--- src/rtl/bp_be_dcache_reservation.sv ---
// rtl/bp_be_dcache_reservation.sv - LR/SC block reservation tracker with post-LR snoop hold window
// Optional failed-SC statistics counter enabled by BP_BE_DCACHE_RESV_STATS_EN.
module bp_be_dcache_reservation
  #(parameter int paddr_width_p        = 40
  , parameter int dcache_block_width_p = 512
  , parameter int lr_hold_p            = 64
  , localparam int blk_offset_lp       = $clog2(dcache_block_width_p/8)
  , localparam int tag_width_lp        = paddr_width_p - blk_offset_lp
  )
  (input  logic                     clk_i
  , input  logic                     reset_i
  , input  logic                     v_i
  , input  logic                     lr_i
  , input  logic                     sc_i
  , input  logic [paddr_width_p-1:0] paddr_i
  , input  logic                     flush_i
  , input  logic                     snoop_v_i
  , input  logic [paddr_width_p-1:0] snoop_paddr_i
  , output logic                     snoop_ready_o
  , output logic                     sc_v_o
  , output logic                     sc_success_o
  , output logic                     reserved_o
  , output logic [tag_width_lp-1:0]  resv_tag_o
  , output logic [15:0]              sc_fail_cnt_o
  );

  // A zero-length hold window never uses the counter; keep it one bit wide.
  localparam int cnt_width_lp = (lr_hold_p > 0) ? $clog2(lr_hold_p+1) : 1;

  typedef enum logic [1:0] {e_idle, e_hold, e_resv} state_e;

  state_e                  state_r, state_n;
  logic [cnt_width_lp-1:0] cnt_r, cnt_n;
  logic [tag_width_lp-1:0] tag_r, tag_n;
  logic                    sc_v_n, sc_success_n;

  wire [tag_width_lp-1:0] op_tag    = paddr_i[paddr_width_p-1:blk_offset_lp];
  wire [tag_width_lp-1:0] snoop_tag = snoop_paddr_i[paddr_width_p-1:blk_offset_lp];
  wire unused_offsets = ^{paddr_i[blk_offset_lp-1:0], snoop_paddr_i[blk_offset_lp-1:0]};

  assign snoop_ready_o = (state_r != e_hold);
  assign reserved_o    = (state_r != e_idle);
  assign resv_tag_o    = tag_r;

  wire snoop_hit = snoop_v_i & snoop_ready_o & (state_r == e_resv) & (snoop_tag == tag_r);

  always_comb begin
    state_n      = state_r;
    cnt_n        = cnt_r;
    tag_n        = tag_r;
    sc_v_n       = 1'b0;
    sc_success_n = 1'b0;
    if (flush_i) begin
      state_n = e_idle;
      cnt_n   = '0;
      sc_v_n  = v_i & sc_i;
    end else begin
      if (state_r == e_hold) begin
        cnt_n = cnt_r - cnt_width_lp'(1);
        if (cnt_n == '0)
          state_n = e_resv;
      end
      if (snoop_hit)
        state_n = e_idle;
      // An LR always (re)takes the reservation, even against a matching snoop.
      if (v_i & lr_i) begin
        tag_n = op_tag;
        if (lr_hold_p == 0) begin
          state_n = e_resv;
          cnt_n   = '0;
        end else begin
          state_n = e_hold;
          cnt_n   = cnt_width_lp'(lr_hold_p);
        end
      end else if (v_i & sc_i) begin
        sc_v_n       = 1'b1;
        sc_success_n = (state_r != e_idle) & ~snoop_hit & (op_tag == tag_r);
        state_n      = e_idle;
        cnt_n        = '0;
      end
    end
  end

  always_ff @(posedge clk_i) begin
    if (reset_i) begin
      state_r      <= e_idle;
      cnt_r        <= '0;
      tag_r        <= '0;
      sc_v_o       <= 1'b0;
      sc_success_o <= 1'b0;
    end else begin
      state_r      <= state_n;
      cnt_r        <= cnt_n;
      tag_r        <= tag_n;
      sc_v_o       <= sc_v_n;
      sc_success_o <= sc_success_n;
    end
  end

`ifdef BP_BE_DCACHE_RESV_STATS_EN
  logic [15:0] fail_cnt_r;
  always_ff @(posedge clk_i) begin
    if (reset_i)
      fail_cnt_r <= '0;
    else if (sc_v_o & ~sc_success_o & (fail_cnt_r != 16'hFFFF))
      fail_cnt_r <= fail_cnt_r + 16'd1;
  end
  assign sc_fail_cnt_o = fail_cnt_r;
`else
  assign sc_fail_cnt_o = '0;
`endif

endmodule

--- config.mk ---
export PLATFORM = sky130hd
export DESIGN_NAME = bp_be_dcache_reservation
export DESIGN_NICKNAME = d
export VERILOG_FILES = /design/src/rtl/bp_be_dcache_reservation.sv
export SDC_FILE = /design/constraint.sdc
export NUM_CORES = 1
export LEC_CHECK = 0
export BUFFER_PORTS_ARGS = -buffer_cell sky130_fd_sc_hd__buf_4
export CORE_UTILIZATION = 45
export DETAILED_ROUTE_END_ITERATION = 8
export GPL_TIMING_DRIVEN = 0
export PLACE_DENSITY = 0.92
export SKIP_CTS_REPAIR_TIMING = 1
export SYNTH_ARGS = -nofsm -noshare
export SYNTH_HDL_FRONTEND = slang
export SYNTH_SLANG_ARGS = --single-unit
--- constraint.sdc ---
create_clock -name clk_i -period 2.69 [get_ports clk_i]
set_clock_uncertainty 0.15 [all_clocks]
set_input_delay 0.4035 -clock clk_i [delete_from_list [all_inputs] [get_ports clk_i]]
set_output_delay 0.4035 -clock clk_i [all_outputs]
set_load 0.01 [all_outputs]
==> flow_metrics.tcl <==
set metrics [dict create \
    outcome "finished clean" \
    layout.nets 542 \
    io-pin-count 141 \
    p_per_area_nw_per_um2 426.8 \
    startpoint_type "flop" \
    area_growth_pct 43.23 \
    first_pass_iters 5 \
    drt-initial-drc-count 139 \
    drive_above_1_share_pct 30.62 \
    path_common_cell "nor4_1" \
    cp_cell_sequence "xor2_1 -> nor4_1 -> nand4_1 -> o41ai_4 -> nor4_1" \
    htree_levels 2 \
    via_count 2660 \
    synthMuxAreaShare_pct 0 \
    synth_xor_area_share_pct 25.31 \
    wirelength_mm 7.610 \
    synthAdderAreaFrac_pct 0.9770 \
    cap_violations 0 \
    hold_violations 0 \
    critical_path_arrival_ns 2.13 \
    synth-main-ff-cell "dfxtp_1" \
    yosys.area_share.simple_pct 21.25 \
    initial_core_util_pct 46.51 \
    yosysMostFrequentCell "nand2_1" \
    synthArstFlopShare_pct 0 \
    end_kind "flop" \
    yosysTopAreaCell "dfxtp_1" \
    clockBufferDepth 2 \
    ys_warn_count 0 \
    grt_antenna_before_repair 0 \
    clkTransAtPathRegs_ns 0.08 \
    coreArea_um2 5507 \
    final_cells 526 \
    yosys-top-cells-area "dfxtp_1 (35%), xor2_1 (16%), nand2_1 (11%)" \
    fp.dieH_um 77.44 \
    dp_hpwl_mm 6.059 \
    fp.dieArea_um2 5997 \
    hold_class "in -> reg" \
    synth_top_family_by_area "XOR/XNOR gates" \
    root_buffer "clkbuf_8" \
    dp_cells 518 \
    gp_congestion 0.8004 \
    cts.sinks 45 \
    synth_top_cell_area_share_pct 35.17 \
    fp.dieW_um 77.44 \
    post-route-period-util_pct 78.11 \
    wl_per_cell_um 14.47 \
    tns_ns 0 \
    antenna_cells 0 \
    relSlewSlack_pct 59.49 \
    antenna_left 0 \
    leakagePower_nw 1.648 \
    io_buffer_count 112 \
    drc 0 \
    critical_path_class "reg -> reg" \
    ir_worst_vdd_mv 0.3232 \
    grt_pass1_wl_mm 11.74 \
    critPathMaxStageDelay_ns 0.51 \
    netlist_area_um2 2561 \
    drv_slew 0 \
    regArea_um2 900.9 \
    worstPathMaxFanout 4 \
    cts_inserted_buffers 5 \
    rows 27 \
    yosys_register_bits 45 \
    yosysSeqAreaShare_pct 35.17 \
    globalRoute.totalOverflow 0 \
    syn_area_per_cell_um2 8.029 \
    insertion_delay_ns 0.30 \
    rsz0062_at_grt "false" \
    detail_route.vias_per_cell 5.057 \
    cp.required_ns 2.72 \
    worstMarginPinSlew_ns 0.6021 \
    setup_violations 0 \
    multi_input_area_um2 1540 \
    grt_pass1_vias 2538 \
    grt_max_degree 15 \
    track_usage_pct 25.22 \
    synth.distinct_cells 28 \
    syn_inst 319 \
    final.fill_count 471 \
    synth_compound_area_share_pct 10.26 \
    fin_crit_ns 2.101 \
    netlist_top_cells_count "nand2_1 (74), xor2_1 (48), dfxtp_1 (45)" \
    fmax_ghz 0.4759 \
    cts_tree "done" \
    slowest_stage "nor4_1" \
    synth_edf_count 0 \
]
==> per-stage QoR <==
step	utilization [%]	instance area, um2	setup slack, ns	hold slack [ns]	power, W
global route	66.62	3669	0.5260	0.1381	0.001625
CTS	66.62	3669	0.6409	0.1380	0.001565
detailed placement	64.44	3548	0.5118	0.3535	0.001038
finish	66.62	3669	0.5889	0.1433	0.001566
global placement	64.44	3548	0.4981	0.3470	0.001028
floorplan	-	2618	0.8225	0.3297	0.0008723
==> layout by cell type (no fill, tap or decap), types with 5 or more instances in the layout <==
cell type  Yosys  layout
clkbuf_1      12      12
xnor2_1       26      26
nand4_1        9       9
nor2_1        12      12
dfxtp_1       45      45
a21oi_1       35      35
nand2_1       74      74
clkbuf_8       0       6
nor3_1         5       5
xor2_1        48      48
nor4_1        12      12
conb_1         1      16
buf_4         16     128
==> where the power goes <==
group | switching, W | internal (W) | total [W]
Clock | 0.000238 | 0.000302 | 0.000540
Combinational | 0.000144 | 0.000169 | 0.000313
Sequential | 0.0000269 | 0.000685 | 0.000712
Total | 0.000409 | 0.00116 | 0.00157
==> worst max-delay path, delay by kind of cell, from the launching register on <==
family | cells | cell delay, ns
AO/OA/AOI/OAI | 1 | 0.38
XOR/XNOR | 1 | 0.22
AND/OR/NAND/NOR | 3 | 0.89
flip-flops | 1 | 0.35
==> worst paths after layout <==
check                 start              to  slack, ns  cells after the start
max          resv_tag_o[18]    sc_success_o       0.59                      5
max reg2reg  resv_tag_o[18]    sc_success_o       0.59                      5
min reg2reg  resv_tag_o[33]  resv_tag_o[33]       0.36                      2
min                    lr_i    sc_success_o       0.14                      2
==> routing by layer <==
| layer | track usage [%] | wire [um] | vias up |
|---|---|---|---|
| met4 | 8.679 | 198 | 0 |
| li1 | - | - | 1291 |
| met1 | 29.77 | 2899 | 1231 |
| met2 | 44.25 | 3785 | 124 |
| met3 | 6.118 | 727 | 14 |
| met5 | 0 | 0 | - |
==> area by class of cell <==
type	instances	share of cell area (%)
timing repair buffer	112	22.92
buffer	28	4.502
clock inverter	2	1.023
clock buffer	6	2.251
inverter	3	0.3070
sequential	45	24.56
multi-input combinational	258	41.99
tap	72	2.456
==> sequential cells by signal, summed over array words and instances, names as in the netlist <==
register / flops
sc_v_o: 1
cnt_r: 7
state_r: 2
sc_success_o: 1
resv_tag_o: 34
==> kinds of logic (layout without fill, tap and decap cells) <==
family / count (synthesis) / in the layout
other: 1 / 16
adder cells (fa/ha/maj): 2 / 2
flip-flops: 45 / 45
AND/OR/NAND/NOR: 122 / 122
buffers and inverters: 31 / 151
AO/OA/AOI/OAI: 44 / 44
XOR/XNOR: 74 / 74
(Power assumes the default switching activity.)
